## config.mk

```make
export PLATFORM = sky130hd
export DESIGN_NAME = minibyte_busif
export DESIGN_NICKNAME = d
export VERILOG_FILES = /design/src/rtl/minibyte_pkg.sv /design/src/rtl/minibyte_sync2.sv /design/src/rtl/minibyte_busif.sv
export SDC_FILE = /design/constraint.sdc
export NUM_CORES = 1
export LEC_CHECK = 0
export ABC_AREA = 1
export CELL_PAD_IN_SITES_DETAIL_PLACEMENT = 1
export CELL_PAD_IN_SITES_GLOBAL_PLACEMENT = 1
export CORE_MARGIN = 5
export CORE_UTILIZATION = 36
export DETAILED_ROUTE_END_ITERATION = 12
export PLACE_DENSITY = 0.8
export REMOVE_ABC_BUFFERS = 1
export SLEW_MARGIN = 25
export SYNTH_ARGS = -nofsm -noshare
export SYNTH_HDL_FRONTEND = slang
export SYNTH_SLANG_ARGS = --single-unit
```

## constraint.sdc

```tcl
create_clock -name clk_in -period 1.85 [get_ports clk_in]
set_clock_uncertainty 0.05 [all_clocks]
set_input_delay 0.37 -clock clk_in [delete_from_list [all_inputs] [get_ports clk_in]]
set_output_delay 0.37 -clock clk_in [all_outputs]
set_load 0.02 [all_outputs]
```

## src/rtl/minibyte_pkg.sv

```systemverilog
// Shared definitions for the minibyte bus interface: state encoding,
// internal I/O addresses and the read data returned on a watchdog timeout.
package minibyte_pkg;

  typedef enum logic [1:0] {
    IDLE     = 2'd0,
    REQ      = 2'd1,
    RELEASE  = 2'd2,
    COMPLETE = 2'd3
  } busif_state_e;

  localparam logic [7:0] ADDR_PORT_OUT = 8'hFF;
  localparam logic [7:0] ADDR_PORT_IN  = 8'hFE;
  localparam logic [7:0] TIMEOUT_RDATA = 8'hFF;

  // True for the two top-of-map addresses served by the on-chip port pair.
  function automatic logic is_internal(input logic [7:0] addr);
    return (addr == ADDR_PORT_OUT) || (addr == ADDR_PORT_IN);
  endfunction

endpackage

```

## src/rtl/minibyte_sync2.sv

```systemverilog
// Two-flop synchronizer for asynchronous inputs, reset to all zeros.
module minibyte_sync2 #(
  parameter int WIDTH = 1
) (
  input  logic             clk_in,
  input  logic             rst_in,
  input  logic [WIDTH-1:0] async_in,
  output logic [WIDTH-1:0] sync_out
);

  logic [WIDTH-1:0] meta_r;
  logic [WIDTH-1:0] sync_r;

  // Two-stage capture; the first stage is allowed to go metastable
  always_ff @(posedge clk_in or negedge rst_in) begin
    if (!rst_in) begin
      meta_r <= {WIDTH{1'b0}};
      sync_r <= {WIDTH{1'b0}};
    end else begin
      meta_r <= async_in;
      sync_r <= meta_r;
    end
  end

  assign sync_out = sync_r;

endmodule

```

## src/rtl/minibyte_busif.sv

```systemverilog
// Bus interface for the minibyte CPU: internal I/O port pair at the top of
// the map, four-phase req/ack external byte bus everywhere else, CPU stall
// through cpu_ena_out and a watchdog that force-completes hung accesses.
module minibyte_busif #(
  parameter int unsigned TIMEOUT = 64
) (
  input  logic       clk_in,
  input  logic       rst_in,
  input  logic       ena_in,
  input  logic [7:0] cpu_addr_in,
  input  logic [7:0] cpu_wdata_in,
  input  logic       cpu_we_in,
  output logic [7:0] cpu_rdata_out,
  output logic       cpu_ena_out,
  output logic [7:0] ext_addr_out,
  output logic [7:0] ext_data_out,
  input  logic [7:0] ext_data_in,
  output logic       ext_oe_out,
  output logic       ext_we_out,
  output logic       ext_req_out,
  input  logic       ext_ack_in,
  input  logic [7:0] port_in,
  output logic [7:0] port_out,
  output logic       err_out
);
  import minibyte_pkg::*;

  localparam logic [7:0] TIMEOUT_LAST = 8'(TIMEOUT - 32'd1);

  busif_state_e state_r, state_next_s;
  logic         ack_s;
  logic [7:0]   port_sync_s;
  logic [7:0]   wd_cnt_r;
  logic [7:0]   rd_latch_r;
  logic [7:0]   port_out_r, ext_addr_r, ext_data_r;
  logic         ext_req_r, ext_oe_r, ext_we_r, err_r;
  logic         internal_s, start_s, on_bus_s, timeout_s;
  logic         cpu_ena_s;
  logic [7:0]   cpu_rdata_s;

  minibyte_sync2 #(.WIDTH(1)) u_ack_sync (
    .clk_in(clk_in), .rst_in(rst_in), .async_in(ext_ack_in), .sync_out(ack_s)
  );

  minibyte_sync2 #(.WIDTH(8)) u_port_sync (
    .clk_in(clk_in), .rst_in(rst_in), .async_in(port_in), .sync_out(port_sync_s)
  );

  assign internal_s = is_internal(cpu_addr_in);
  assign on_bus_s   = (state_r == REQ) || (state_r == RELEASE);
  assign timeout_s  = on_bus_s && (wd_cnt_r == TIMEOUT_LAST);
  // A stale ack left over from a timed-out access must drain before a new request
  assign start_s    = (state_r == IDLE) && !internal_s && ena_in && !ack_s;

  // State register
  always_ff @(posedge clk_in or negedge rst_in) begin
    if (!rst_in) begin
      state_r <= IDLE;
    end else begin
      state_r <= state_next_s;
    end
  end

  // Next-state logic; the watchdog has priority over the handshake
  always_comb begin
    state_next_s = state_r;
    case (state_r)
      IDLE: begin
        if (start_s) state_next_s = REQ;
        else         state_next_s = IDLE;
      end
      REQ: begin
        if (timeout_s)  state_next_s = COMPLETE;
        else if (ack_s) state_next_s = RELEASE;
        else            state_next_s = REQ;
      end
      RELEASE: begin
        if (timeout_s || !ack_s) state_next_s = COMPLETE;
        else                     state_next_s = RELEASE;
      end
      COMPLETE: begin
        if (ena_in) state_next_s = IDLE;
        else        state_next_s = COMPLETE;
      end
      default: state_next_s = IDLE;
    endcase
  end

  // CPU-facing outputs: internal hits answer at once, external results come from rd_latch
  always_comb begin
    cpu_ena_s   = 1'b0;
    cpu_rdata_s = 8'h00;
    case (state_r)
      IDLE: begin
        if (internal_s) begin
          cpu_ena_s   = ena_in;
          cpu_rdata_s = (cpu_addr_in == ADDR_PORT_OUT) ? port_out_r : port_sync_s;
        end else begin
          cpu_ena_s   = 1'b0;
          cpu_rdata_s = 8'h00;
        end
      end
      COMPLETE: begin
        cpu_ena_s   = ena_in;
        cpu_rdata_s = rd_latch_r;
      end
      default: begin
        cpu_ena_s   = 1'b0;
        cpu_rdata_s = 8'h00;
      end
    endcase
  end

  // Watchdog counts only while the external handshake is in progress
  always_ff @(posedge clk_in or negedge rst_in) begin
    if (!rst_in) begin
      wd_cnt_r <= 8'h00;
    end else if (on_bus_s) begin
      wd_cnt_r <= wd_cnt_r + 8'd1;
    end else begin
      wd_cnt_r <= 8'h00;
    end
  end

  // External bus registers: latch the access on start, hold req/oe through REQ
  always_ff @(posedge clk_in or negedge rst_in) begin
    if (!rst_in) begin
      ext_addr_r <= 8'h00;
      ext_data_r <= 8'h00;
      ext_we_r   <= 1'b0;
      ext_req_r  <= 1'b0;
      ext_oe_r   <= 1'b0;
    end else if (start_s) begin
      ext_addr_r <= cpu_addr_in;
      ext_data_r <= cpu_wdata_in;
      ext_we_r   <= cpu_we_in;
      ext_req_r  <= 1'b1;
      ext_oe_r   <= cpu_we_in;
    end else if (state_next_s != REQ) begin
      ext_req_r  <= 1'b0;
      ext_oe_r   <= 1'b0;
    end
  end

  // Read capture on ack, forced timeout data and the sticky error flag
  always_ff @(posedge clk_in or negedge rst_in) begin
    if (!rst_in) begin
      rd_latch_r <= 8'h00;
      err_r      <= 1'b0;
    end else if (timeout_s) begin
      rd_latch_r <= TIMEOUT_RDATA;
      err_r      <= 1'b1;
    end else if ((state_r == REQ) && ack_s && !ext_we_r) begin
      rd_latch_r <= ext_data_in;
    end
  end

  // Output port register, written by the CPU in the cycle it is not stalled
  always_ff @(posedge clk_in or negedge rst_in) begin
    if (!rst_in) begin
      port_out_r <= 8'h00;
    end else if ((state_r == IDLE) && (cpu_addr_in == ADDR_PORT_OUT) && cpu_we_in && ena_in) begin
      port_out_r <= cpu_wdata_in;
    end
  end

  assign cpu_ena_out   = cpu_ena_s & rst_in;
  assign cpu_rdata_out = cpu_rdata_s;
  assign ext_addr_out  = ext_addr_r;
  assign ext_data_out  = ext_data_r;
  assign ext_we_out    = ext_we_r;
  assign ext_req_out   = ext_req_r;
  assign ext_oe_out    = ext_oe_r;
  assign port_out      = port_out_r;
  assign err_out       = err_r;

endmodule

```

==> results of run 1 <==
[worst register-to-register path: stages, from the launching register on]
cell and delay [ns]:
sky130_fd_sc_hd__dfrtp_1 0.39, sky130_fd_sc_hd__buf_4 0.16, sky130_fd_sc_hd__ha_4 0.18, sky130_fd_sc_hd__buf_6 0.13, sky130_fd_sc_hd__buf_4 0.13, sky130_fd_sc_hd__buf_4 0.13
sky130_fd_sc_hd__nand2_2 0.07, sky130_fd_sc_hd__nand3b_1 0.09, sky130_fd_sc_hd__nand2_2 0.09, sky130_fd_sc_hd__a21oi_2 0.04, sky130_fd_sc_hd__or2_2 0.27
[path summary, 6_finish.rpt]
kind | depth (start not counted) | endpoint | slack [ns] | start
min in group clk_in | 0 | u_ack_sync.sync_out$_DFF_PN0_ | 0.30 | u_ack_sync.meta_r$_DFF_PN0_
worst max-delay path | 7 | cpu_rdata_out[7] | -0.18 | state_r[1]$_DFF_PN0_
max in group asynchronous | 2 | u_ack_sync.meta_r$_DFF_PN0_ | 1.04 | rst_in
worst max register to register | 10 | state_r[0]$_DFF_PN0_ | -0.01 | state_r[0]$_DFF_PN0_
worst min-delay path | 2 | ext_data_out[6]$_DFFE_PN0P_ | 0.20 | rst_in
worst min register to register | 0 | u_ack_sync.sync_out$_DFF_PN0_ | 0.30 | u_ack_sync.meta_r$_DFF_PN0_
[routing by layer]
layer	up-vias	routed length [microns]	GRT usage (%)
met1	1140	3280	21.1
met2	62	3920	29.4
met3	15	412	4.64
met5	-	0	0
li1	1156	-	-
met4	0	239	9.58
[flip-flops by register name (all words and copies together) (netlist names)]
signal,flops
ext_addr_out,8
ext_data_out,8
port_out,8
rd_latch_r,8
u_port_sync.meta_r,8
u_port_sync.sync_out,8
wd_cnt_r,8
state_r,2
err_out,1
ext_oe_out,1
ext_req_out,1
ext_we_out,1
u_ack_sync.meta_r,1
u_ack_sync.sync_out,1
[logic make-up after synthesis]
| kind of cell | synth area share [%] |
|---|---|
| and+or+nand+nor | 24.0 |
| DFF | 57.3 |
| buffers and inverters | 6.76 |
| AOI/OAI and AO/OA | 8.28 |
| adders and majority gates | 2.24 |
| muxes | 1.43 |
[cell usage in the layout, fill, tap and decap left out, types with 4 or more instances in the layout]
cell type	count
sky130_fd_sc_hd__a21oi_1	7
sky130_fd_sc_hd__a21oi_2	7
sky130_fd_sc_hd__buf_4	33
sky130_fd_sc_hd__buf_6	4
sky130_fd_sc_hd__clkbuf_8	13
sky130_fd_sc_hd__clkdlybuf4s50_1	52
sky130_fd_sc_hd__dfrtp_1	64
sky130_fd_sc_hd__dlygate4sd2_1	10
sky130_fd_sc_hd__inv_1	25
sky130_fd_sc_hd__inv_2	7
sky130_fd_sc_hd__mux2i_1	4
sky130_fd_sc_hd__nand2_1	88
sky130_fd_sc_hd__nand2_2	12
sky130_fd_sc_hd__nand3_1	10
sky130_fd_sc_hd__nand4_1	4
sky130_fd_sc_hd__nor2_1	22
sky130_fd_sc_hd__nor2_2	5
sky130_fd_sc_hd__o21ai_0	4
sky130_fd_sc_hd__o21ai_2	12
[where the power goes]
group | internal [uW] | leakage (uW) | total, uW | switching [uW]
combinational | 362 | 0.00112 | 755 | 393
clock | 768 | 0.000113 | 1310 | 542
sequential | 1580 | 0.000804 | 1680 | 102
total | 2710 | 0.00204 | 3740 | 1040
[per-stage QoR]
step / total power, uW / setup WS, ns / util [%] / TNS [ns] / instances
floorplan: 2020 / 0.0429 / - / 0 / 292
global placement: 2410 / -0.868 / 49.5 / -8.38 / 491
detailed placement: 2440 / -0.956 / 49.5 / -8.76 / 491
CTS: 3780 / -0.214 / 53.7 / -1.57 / 513
global route: 3940 / -0.282 / 54.2 / -2.54 / 514
finish: 3740 / -0.184 / 54.2 / -1.43 / 514
[repair_timing]
| item | 4_1_cts | 5_1_grt |
|---|---|---|
| gates resized for setup | 82 | 11 |
| cloned | 1 | 0 |
| pin swaps | 11 | 7 |
| setup buffers | 6 | 1 |
| setup endpoints to repair | 12 | 13 |
[final cells by class]
| cell class | count | area [sq um] | area share, % |
|---|---|---|---|
| timing repair buffer | 103 | 958 | 23.1 |
| inverter | 33 | 125 | 3.02 |
| sequential | 64 | 1600 | 38.6 |
| multi-input combinational | 196 | 1120 | 26.9 |
| clock inverter | 2 | 35.0 | 0.845 |
| tap | 102 | 128 | 3.08 |
| clock buffer | 14 | 183 | 4.41 |
==> results.py, run 1 <==
metrics = {
    "run_status": {
        "run_status": "finished with violations",
        "violations": "setup timing",
    },
    "final_layout": {
        "layout.nets": 449,
        "post_route_cells_drive_above_1_share_pct": 27.4,
        "fin_area_sq_mm": 0.00415,
        "area_growth_from_synthesis_to_layout_pct": 48.4,
        "diodes_inserted": 0,
        "fillers": 865,
    },
    "grt": {
        "overflow": 0,
        "grtUsageTotal_pct": 17.8,
        "vias_in_the_first_global_route": 2656,
        "grt_first_pass_wirelength_microns": 13200,
        "grt_start_max_net_pins": 65,
        "initial_antenna_violation_count": 0,
    },
    "detailed_routing": {
        "avgViaCountPerCell": 4.62,
        "final_antenna_net_count": 0,
        "wire_per_inst_microns": 15.3,
        "drtIter0Drc": 57,
        "vias_after_detailed_routing": 2373,
        "dr.pass1.iters": 4,
        "post-route-drc-count": 0,
        "totalWireLength_microns": 7860,
    },
    "critical_path": {
        "slowest_stage": "sky130_fd_sc_hd__dfrtp_1",
        "crit_path_max_incr_delay_ns": 0.39,
        "cp-end-kind": "primary output",
        "critical_path.top_delay_family": "flip-flops",
        "crit_path_cell_trace": "inv_2, ha_4, nand3_4, nor2_2, nand2_2, a21oi_2, buf_6",
        "critical_path_class": "flip-flop to primary output",
        "cp_num_buf_inv": 2,
        "crit_path_max_fanout": 5,
        "timing.critical_path.from_type": "flip-flop",
        "required_ns": 1.43,
        "timing.critical_path.arrival_ns": 1.61,
    },
    "logic_synthesis": {
        "yosysUniqueCellTypes": 24,
        "synth.top_cells.by_count": "96 x sky130_fd_sc_hd__nand2_1, 64 x sky130_fd_sc_hd__dfrtp_1, 29 x sky130_fd_sc_hd__inv_1, 28 x sky130_fd_sc_hd__nor2_1, 12 x sky130_fd_sc_hd__o21ai_2",
        "synth_seq_area_share_pct": 57.3,
        "ys_seq_elements": 64,
        "synth_top_cell_area_share_pct": 57.3,
        "ys_top_cells_by_area": "sky130_fd_sc_hd__dfrtp_1 57%, sky130_fd_sc_hd__nand2_1 13%, sky130_fd_sc_hd__inv_1 3.9%, sky130_fd_sc_hd__nor2_1 3.8%, sky130_fd_sc_hd__o21ai_2 3.8%",
        "synth-edff-count": 0,
        "netlist.top_cell.by_area": "sky130_fd_sc_hd__dfrtp_1",
        "synthesis.instances": 300,
        "synth-async-reset-ratio_pct": 100,
        "count_of_warnings_emitted_by_yosys": 0,
        "synth.cell_area_sq_mm": 0.00279,
        "synthFlopType": "sky130_fd_sc_hd__dfrtp_1",
        "syn-mean-instance-area_sq_um": 9.31,
        "synth_most_common_cell": "sky130_fd_sc_hd__nand2_1",
    },
    "sta": {
        "final.setup.worst_slack_ns": -0.184,
        "post-route-period-util_pct": 110,
        "timing.hold.ws_ns": 0.197,
        "final_setup_fails": 10,
        "setup_repair_after_global_routing_missed_its_margin": "yes",
        "slew_violations": 0,
        "hold_viol": 0,
        "worst_pin_slew_ns": 0.798,
        "max_slew_margin_pct": 46.8,
        "layout_min_cycle_time_ns": 2.03,
        "clock.fmax_mhz": 492,
    },
    "clock_tree": {
        "clkSinkCount": 64,
        "cts_buffer_depth": 2,
        "tritoncts.num_buffers": 9,
        "clock_tree.htree_level_count": 3,
        "clock_tree_from_tritoncts": "built",
        "worst_setup_hold_path_clk_slew_ns": 0.07,
        "cts_root_buf": "sky130_fd_sc_hd__clkbuf_8",
        "worst_skew_pair.late_latency_ns": 0.35,
        "cts_hold_buf": 0,
    },
    "floorplan": {
        "floorplan.initialDensity_pct": 36.5,
        "die_width_microns": 98.1,
        "core.rowCount": 32,
        "die_area_sq_mm": 0.00962,
        "i_o_pins": 74,
        "die_h_microns": 98.1,
        "core_region_area_sq_mm": 0.00765,
    },
    "placed_design": {
        "place.detailed.hpwl_microns": 5560,
        "numPortBuffers": 73,
        "place_area_sq_mm": 0.00379,
        "last_weighted_congestion_value_of_the_routability_driven_placer": 0.769,
    },
    "power_and_ir_drop": {
        "power-per-cell-area_mw_per_mm2": 903,
        "p_leak_uw": 0.00204,
        "vdd_drop_max_uv": 532,
    },
    "run": {
        "cap_violations": 0,
    },
    "worst_hold_path": {
        "min-delay-path-class": "primary input to asynchronous set/reset pin",
    },
}
Power figures use the tool's default switching activity.
==> run 2, diff against run 1 <==
==> constraint.sdc (replaced) <==
create_clock -name clk_in -period 1.85 [get_ports clk_in]
set_clock_uncertainty 0.05 [all_clocks]
set_input_delay 0.185 -clock clk_in [delete_from_list [all_inputs] [get_ports clk_in]]
set_output_delay 0.185 -clock clk_in [all_outputs]
set_load 0.02 [all_outputs]
==> run 2 against run 1 <==
Compared with the run above:
- total power decreased by 7.1%
- worst setup slack improved by 0.17 ns
- largest power group unchanged
- critical path type is now primary input to primary output
- fmax increased by 9.2%
- combinational power decreased by 2%
- the run still ends with setup timing left
==> results.py, run 2 (same netlist as run 1, synthesis figures left out) <==
metrics = {
    "clock_tree": {
        "clkSinkCount": 64,
        "cts_buffer_depth": 2,
        "worst_setup_hold_path_clk_slew_ns": 0.07,
        "tritoncts.num_buffers": 9,
        "worst_skew_pair.late_latency_ns": 0.34,
        "clock_tree_from_tritoncts": "built",
        "cts_root_buf": "sky130_fd_sc_hd__clkbuf_8",
        "clock_tree.htree_level_count": 3,
    },
    "final_layout": {
        "mostFrequentLayoutCells": "90 x sky130_fd_sc_hd__nand2_1, 64 x sky130_fd_sc_hd__dfrtp_1, 58 x sky130_fd_sc_hd__clkdlybuf4s50_1",
        "layout.nets": 439,
        "utilization_pct": 52.6,
        "diodes_inserted": 0,
        "post_route_cells_drive_above_1_share_pct": 24.6,
        "layout.cells.most_common": "sky130_fd_sc_hd__nand2_1",
        "area_growth_from_synthesis_to_layout_pct": 43.9,
        "fillers": 870,
    },
    "power_and_ir_drop": {
        "internal_power_of_the_cells_uw": 2450,
        "power.share.clock_pct": 30.5,
        "power.combinational.fraction_pct": 21.3,
        "power-per-cell-area_mw_per_mm2": 865,
        "p_leak_uw": 0.00195,
        "net-switching-power_uw": 1030,
        "power_switching_share_pct": 29.6,
        "sequential_share_of_power_pct": 48.2,
        "vdd_drop_max_uv": 463,
    },
    "critical_path": {
        "timing.critical_path.arrival_ns": 1.63,
        "timing.critical_path.from_type": "primary input",
        "critical_path_class": "primary input to primary output",
        "cp-end-kind": "primary output",
        "crit_path_max_fanout": 5,
        "required_ns": 1.62,
    },
    "sta": {
        "clock.fmax_mhz": 537,
        "slew_violations": 0,
        "max_slew_margin_pct": 46.6,
        "layout_min_cycle_time_ns": 1.86,
        "final_setup_fails": 3,
        "setup_repair_after_global_routing_missed_its_margin": "yes",
        "hold_viol": 0,
        "timing.setup.tns_ns": -0.0248,
        "final.setup.worst_slack_ns": -0.0125,
        "post-route-period-util_pct": 101,
        "worst_pin_slew_ns": 0.801,
    },
    "placed_design": {
        "last_weighted_congestion_value_of_the_routability_driven_placer": 0.760,
        "numPortBuffers": 73,
        "place.detailed.hpwl_microns": 5480,
    },
    "detailed_routing": {
        "totalWireLength_microns": 7470,
        "final_antenna_net_count": 0,
        "drtIter0Drc": 41,
        "wire_per_inst_microns": 14.8,
        "dr.pass1.iters": 4,
        "vias_after_detailed_routing": 2325,
        "post-route-drc-count": 0,
        "avgViaCountPerCell": 4.61,
    },
    "grt": {
        "grtUsageTotal_pct": 16.4,
        "overflow": 0,
        "grt_start_max_net_pins": 65,
        "vias_in_the_first_global_route": 2521,
        "grt_first_pass_wirelength_microns": 12400,
        "initial_antenna_violation_count": 0,
    },
    "worst_hold_path": {
        "min-delay-path-class": "primary input to asynchronous set/reset pin",
    },
    "floorplan": {
        "floorplan.initialDensity_pct": 36.5,
        "die_h_microns": 98.1,
        "core_region_area_sq_mm": 0.00765,
        "core.rowCount": 32,
        "die_area_sq_mm": 0.00962,
        "i_o_pins": 74,
        "die_width_microns": 98.1,
    },
    "run_status": {
        "run_status": "finished with violations",
        "violations": "setup timing",
    },
    "run": {
        "cap_violations": 0,
    },
}
[run 2: changes by cell type in the layout (fill, tap and decap cells not counted), moves of 2 or more]
cell	before	now
sky130_fd_sc_hd__buf_4	33	25
sky130_fd_sc_hd__buf_6	4	2
sky130_fd_sc_hd__clkbuf_8	13	10
sky130_fd_sc_hd__clkdlybuf4s50_1	52	58
sky130_fd_sc_hd__clkinvlp_4	0	4
sky130_fd_sc_hd__dlygate4sd2_1	10	0
sky130_fd_sc_hd__dlymetal6s2s_1	1	5
sky130_fd_sc_hd__inv_1	25	27
sky130_fd_sc_hd__inv_2	7	5
sky130_fd_sc_hd__nand2_1	88	90
sky130_fd_sc_hd__nand2_2	12	10
[run 2: cell type report]
class / instances / area [sq um] / share of cell area [%]
clock buffers: 11 / 141 / 3.52
well taps: 102 / 128 / 3.17
repair buffers: 93 / 883 / 22.0
multi-input cells: 196 / 1110 / 27.5
inverters: 33 / 128 / 3.17
clock inverters: 5 / 32.5 / 0.809
flip-flops and latches: 64 / 1600 / 39.8
[run 2: worst max-delay path, stage by stage]
cell	delay (ns)
sky130_fd_sc_hd__clkdlybuf4s50_1	0.49
sky130_fd_sc_hd__nand2_2	0.07
sky130_fd_sc_hd__nor2_4	0.22
sky130_fd_sc_hd__nand3_4	0.15
sky130_fd_sc_hd__nor2_2	0.13
sky130_fd_sc_hd__nand2_1	0.08
sky130_fd_sc_hd__a21oi_2	0.16
sky130_fd_sc_hd__buf_6	0.14
[run 2: per-stage QoR]
step | hold WS [ns] | power [uW] | setup WS [ns] | instances | cell area [sq um]
CTS | 0.0490 | 3520 | -0.0400 | 504 | 3970
global route | 0.0509 | 3660 | -0.137 | 504 | 4020
finish | 0.0206 | 3480 | -0.0125 | 504 | 4020
floorplan | -0.161 | 2020 | 0.0458 | 292 | 2730
global placement | 0.282 | 2400 | -0.501 | 487 | 3740
detailed placement | 0.286 | 2430 | -0.519 | 487 | 3740
[run 2: path summary, 6_finish.rpt]
path,from,end,slack [ns],depth (start not counted)
setup / recovery,cpu_addr_in[5],cpu_rdata_out[3],-0.01,8
hold / removal,rst_in,ext_data_out[1]$_DFFE_PN0P_,0.02,2
setup reg to reg,state_r[0]$_DFF_PN0_,ext_data_out[6]$_DFFE_PN0P_,0.16,9
hold reg to reg,u_port_sync.meta_r[7]$_DFF_PN0_,u_port_sync.sync_out[7]$_DFF_PN0_,0.30,0
max in group asynchronous,rst_in,ext_we_out$_DFFE_PN0P_,1.20,2
min in group clk_in,cpu_addr_in[6],ext_addr_out[6]$_DFFE_PN0P_,0.06,3
[run 2: power by group through the flow]
stage	logic [uW]	clock network [uW]	registers, uW
3_3_place_gp	706	0	1690
5_1_grt	806	1160	1700
4_1_cts	748	1100	1680
6_report	741	1060	1680
2_1_floorplan	245	0	1780
3_5_place_dp	728	0	1700
[run 2: what timing repair did]
action	4_1_cts	5_1_grt
gates resized for setup	56	21
setup buffers	0	0
cloned	1	0
pin swaps	0	10
hold buffers	0	0
setup endpoints to repair	9	9
hold endpoints to repair	0	0
[run 2: routing by layer]
metal  vias up  GRT usage (%)  routed length, microns
met4         0           5.75                     142
li1       1133              -                       -
met3        10           5.07                     362
met2        54           27.5                    3700
met1      1128           19.9                    3270
met5         -              0                       0
==> run 3, diff against run 2 <==
ABC_AREA = unset   (was 1)
CORE_UTILIZATION = 37   (was 36)
HOLD_SLACK_MARGIN = 0.03   (was unset)
==> run 3 against run 2 <==
Compared with the run above:
- the flow still finishes with violations (setup timing)
- hold slack worse by 0.020 ns
- sequential power about the same
- sequential share of layout area increased by 0.35 points
- non-clock buffer count increased by 7
- critical endpoint is now cpu_rdata_out[4]
==> results.py, run 3 <==
metrics = {
    "run_status": {
        "run_status": "finished with violations",
        "violations": "setup timing",
    },
    "grt": {
        "grt_start_max_net_pins": 65,
        "initial_antenna_violation_count": 0,
        "overflow": 0,
        "vias_in_the_first_global_route": 2338,
        "grtUsageTotal_pct": 18.8,
        "grt_first_pass_wirelength_microns": 12300,
    },
    "final_layout": {
        "area_growth_from_synthesis_to_layout_pct": 52.0,
        "layout.nets": 355,
        "fillers": 716,
        "mostFrequentLayoutCells": "64 x sky130_fd_sc_hd__dfrtp_1, 63 x sky130_fd_sc_hd__clkdlybuf4s50_1, 25 x sky130_fd_sc_hd__nand2_1, 25 x sky130_fd_sc_hd__buf_4, 22 x sky130_fd_sc_hd__mux2_2",
        "fin_area_sq_mm": 0.00399,
        "layout.cells.most_common": "sky130_fd_sc_hd__dfrtp_1",
        "diodes_inserted": 0,
        "finalNonFillerCells": 414,
        "post_route_cells_drive_above_1_share_pct": 30.5,
    },
    "detailed_routing": {
        "final_antenna_net_count": 0,
        "drtIter0Drc": 109,
        "vias_after_detailed_routing": 2066,
        "avgViaCountPerCell": 4.99,
        "dr.pass1.iters": 4,
        "wire_per_inst_microns": 19.9,
        "post-route-drc-count": 0,
        "totalWireLength_microns": 8240,
    },
    "logic_synthesis": {
        "syn-mean-instance-area_sq_um": 12.5,
        "synth_simple_gate_area_share_pct": 14.0,
        "post_synth_mux_area_share_pct": 14.2,
        "synthAdderAreaFrac_pct": 2.39,
        "ys_seq_elements": 64,
        "netlist.top_cell.by_area": "sky130_fd_sc_hd__dfrtp_1",
        "synth_top_cell_area_share_pct": 61.1,
        "combinational_family_with_the_most_area_after_synthesis": "multiplexers",
        "synth-compound-area-share_pct": 4.72,
        "synth.cell_area_sq_mm": 0.00262,
        "ys_top_cells_by_area": "sky130_fd_sc_hd__dfrtp_1 61%, sky130_fd_sc_hd__mux2_2 10%, sky130_fd_sc_hd__nand2_1 3.7%, sky130_fd_sc_hd__mux2i_1 3.4%, sky130_fd_sc_hd__nand3_1 3.1%",
        "synth-edff-count": 0,
        "synth_seq_area_share_pct": 61.1,
        "post_synth_xor_area_fraction_pct": 1.00,
        "yosysUniqueCellTypes": 40,
        "synth_most_common_cell": "sky130_fd_sc_hd__dfrtp_1",
        "synth.top_cells.by_count": "64 x sky130_fd_sc_hd__dfrtp_1, 26 x sky130_fd_sc_hd__nand2_1, 24 x sky130_fd_sc_hd__mux2_2, 16 x sky130_fd_sc_hd__nand3_1, 9 x sky130_fd_sc_hd__mux2i_1",
        "synth-async-reset-ratio_pct": 100,
        "synthesis.instances": 209,
        "count_of_warnings_emitted_by_yosys": 0,
        "synthFlopType": "sky130_fd_sc_hd__dfrtp_1",
    },
    "floorplan": {
        "die_area_sq_mm": 0.00887,
        "die_width_microns": 94.2,
        "die_h_microns": 94.2,
        "core.rowCount": 30,
        "i_o_pins": 74,
        "core_region_area_sq_mm": 0.00683,
        "floorplan.initialDensity_pct": 38.4,
    },
    "critical_path": {
        "cp_num_buf_inv": 2,
        "critical_path_class": "flip-flop to primary output",
        "slowest_stage": "sky130_fd_sc_hd__or3_4",
        "critical_path.top_delay_family": "simple AND/OR/NAND/NOR gates",
        "timing.critical_path.from_type": "flip-flop",
        "cp-end-kind": "primary output",
        "timing.critical_path.arrival_ns": 1.87,
        "crit_path_max_incr_delay_ns": 0.50,
        "crit_path_cell_trace": "inv_2, ha_4, or3_4, o21ai_2, buf_6",
        "minimum_setup_slack_among_reg_to_reg_paths_ns": -0.13,
        "required_ns": 1.62,
        "crit_path_max_fanout": 8,
    },
    "clock_tree": {
        "worst_setup_hold_path_clk_slew_ns": 0.07,
        "clock_tree_from_tritoncts": "built",
        "cts_buffer_depth": 2,
        "cts_root_buf": "sky130_fd_sc_hd__clkbuf_8",
        "worst_skew_pair.late_latency_ns": 0.35,
        "clkSinkCount": 64,
        "tritoncts.num_buffers": 9,
        "clock_tree.htree_level_count": 3,
    },
    "sta": {
        "clock.fmax_mhz": 476,
        "timing.setup.tns_ns": -2.94,
        "final.setup.worst_slack_ns": -0.250,
        "setup_repair_after_global_routing_missed_its_margin": "yes",
        "max_slew_margin_pct": 47.0,
        "timing.hold.ws_ns": 0.000948,
        "layout_min_cycle_time_ns": 2.10,
        "hold_viol": 0,
        "slew_violations": 0,
        "post-route-period-util_pct": 114,
        "final_setup_fails": 17,
        "worst_pin_slew_ns": 0.795,
    },
    "power_and_ir_drop": {
        "p_leak_uw": 0.00178,
        "vdd_drop_max_uv": 564,
        "power-per-cell-area_mw_per_mm2": 951,
    },
    "placed_design": {
        "last_weighted_congestion_value_of_the_routability_driven_placer": 0.780,
        "place_area_sq_mm": 0.00363,
        "numPortBuffers": 73,
        "post-place-cells": 393,
        "place.detailed.hpwl_microns": 5500,
    },
    "worst_hold_path": {
        "min-delay-path-class": "primary input to asynchronous set/reset pin",
    },
    "run": {
        "cap_violations": 0,
    },
}
[run 3: cell types whose count changed after synthesis, sizes merged, moves of 5 or more]
cell / delta
nand2: -74
mux2: +25
nor2: -25
inv: -24
a21oi: -14
mux2i: +5
o21ai: -5
[run 3: metal layers]
| metal | vias to the layer above | global-route usage, % | share of wire [%] |
|---|---|---|---|
| met3 | 17 | 5.69 | 4.9 |
| met4 | 0 | 8.30 | 2.7 |
| met1 | 1062 | 22.1 | 41 |
| met5 | - | 0 | 0 |
| met2 | 53 | 31.4 | 52 |
| li1 | 934 | - | - |
[run 3: final timing paths]
kind / from / end / depth (start not counted)
max: state_r[1]$_DFF_PN0_ / cpu_rdata_out[4] / 5
max in group asynchronous: rst_in / port_out[4]$_DFFE_PN0P_ / 2
min: rst_in / ext_addr_out[3]$_DFFE_PN0P_ / 2
min reg2reg: u_port_sync.meta_r[7]$_DFF_PN0_ / u_port_sync.sync_out[7]$_DFF_PN0_ / 0
min in group clk_in: port_in[6] / u_port_sync.meta_r[6]$_DFF_PN0_ / 1
max reg2reg: state_r[1]$_DFF_PN0_ / port_out[4]$_DFFE_PN0P_ / 9
[run 3: layout make-up]
class	count	area, sq um	area share, %
clock buffers	11	141	3.55
repair buffers	100	965	24.2
inverters	8	30.0	0.754
well taps	96	120	3.01
clock inverters	5	80.1	2.01
flip-flops and latches	64	1600	40.2
multi-input cells	130	1050	26.3
[run 3: worst register-to-register path, stage by stage, from the launching register on]
cell	delay, ns
sky130_fd_sc_hd__dfrtp_1	0.39
sky130_fd_sc_hd__inv_2	0.09
sky130_fd_sc_hd__ha_4	0.16
sky130_fd_sc_hd__nand4_4	0.09
sky130_fd_sc_hd__buf_4	0.15
sky130_fd_sc_hd__buf_6	0.11
sky130_fd_sc_hd__buf_4	0.13
sky130_fd_sc_hd__nor3_4	0.22
sky130_fd_sc_hd__buf_12	0.16
sky130_fd_sc_hd__mux2_2	0.33
[run 3: power by group]
group | leakage, uW | switching, uW | internal, uW | total, uW
Sequential | 0.000796 | 107 | 1580 | 1680
Combinational | 0.000876 | 351 | 391 | 742
Clock | 0.000106 | 571 | 794 | 1360
Total | 0.00178 | 1030 | 2760 | 3790
[run 3: cells by family after synthesis]
kind of cell | count (synthesis)
AOI/OAI and AO/OA | 20
xor gates and xnor gates | 3
adders and majority gates | 5
buffers and inverters | 15
DFF | 64
muxes | 34
and+or+nand+nor | 68
[run 3: per-stage QoR]
stage          worst slack, ns  power (uW)  util [%]
6_report                -0.250        3790      58.3
5_1_grt                 -0.303        3940      58.3
3_5_place_dp            -0.572        2410      53.1
2_1_floorplan           -0.158        1990         -
3_3_place_gp            -0.479        2380      53.1
4_1_cts                 -0.305        3770      57.5
[run 3: what timing repair did]
item,4_1_cts,5_1_grt
setup endpoints to repair,17,20
pin swaps,11,3
resized for setup,69,7
hold buffers,0,0
buffers inserted,1,5
gates cloned,0,0
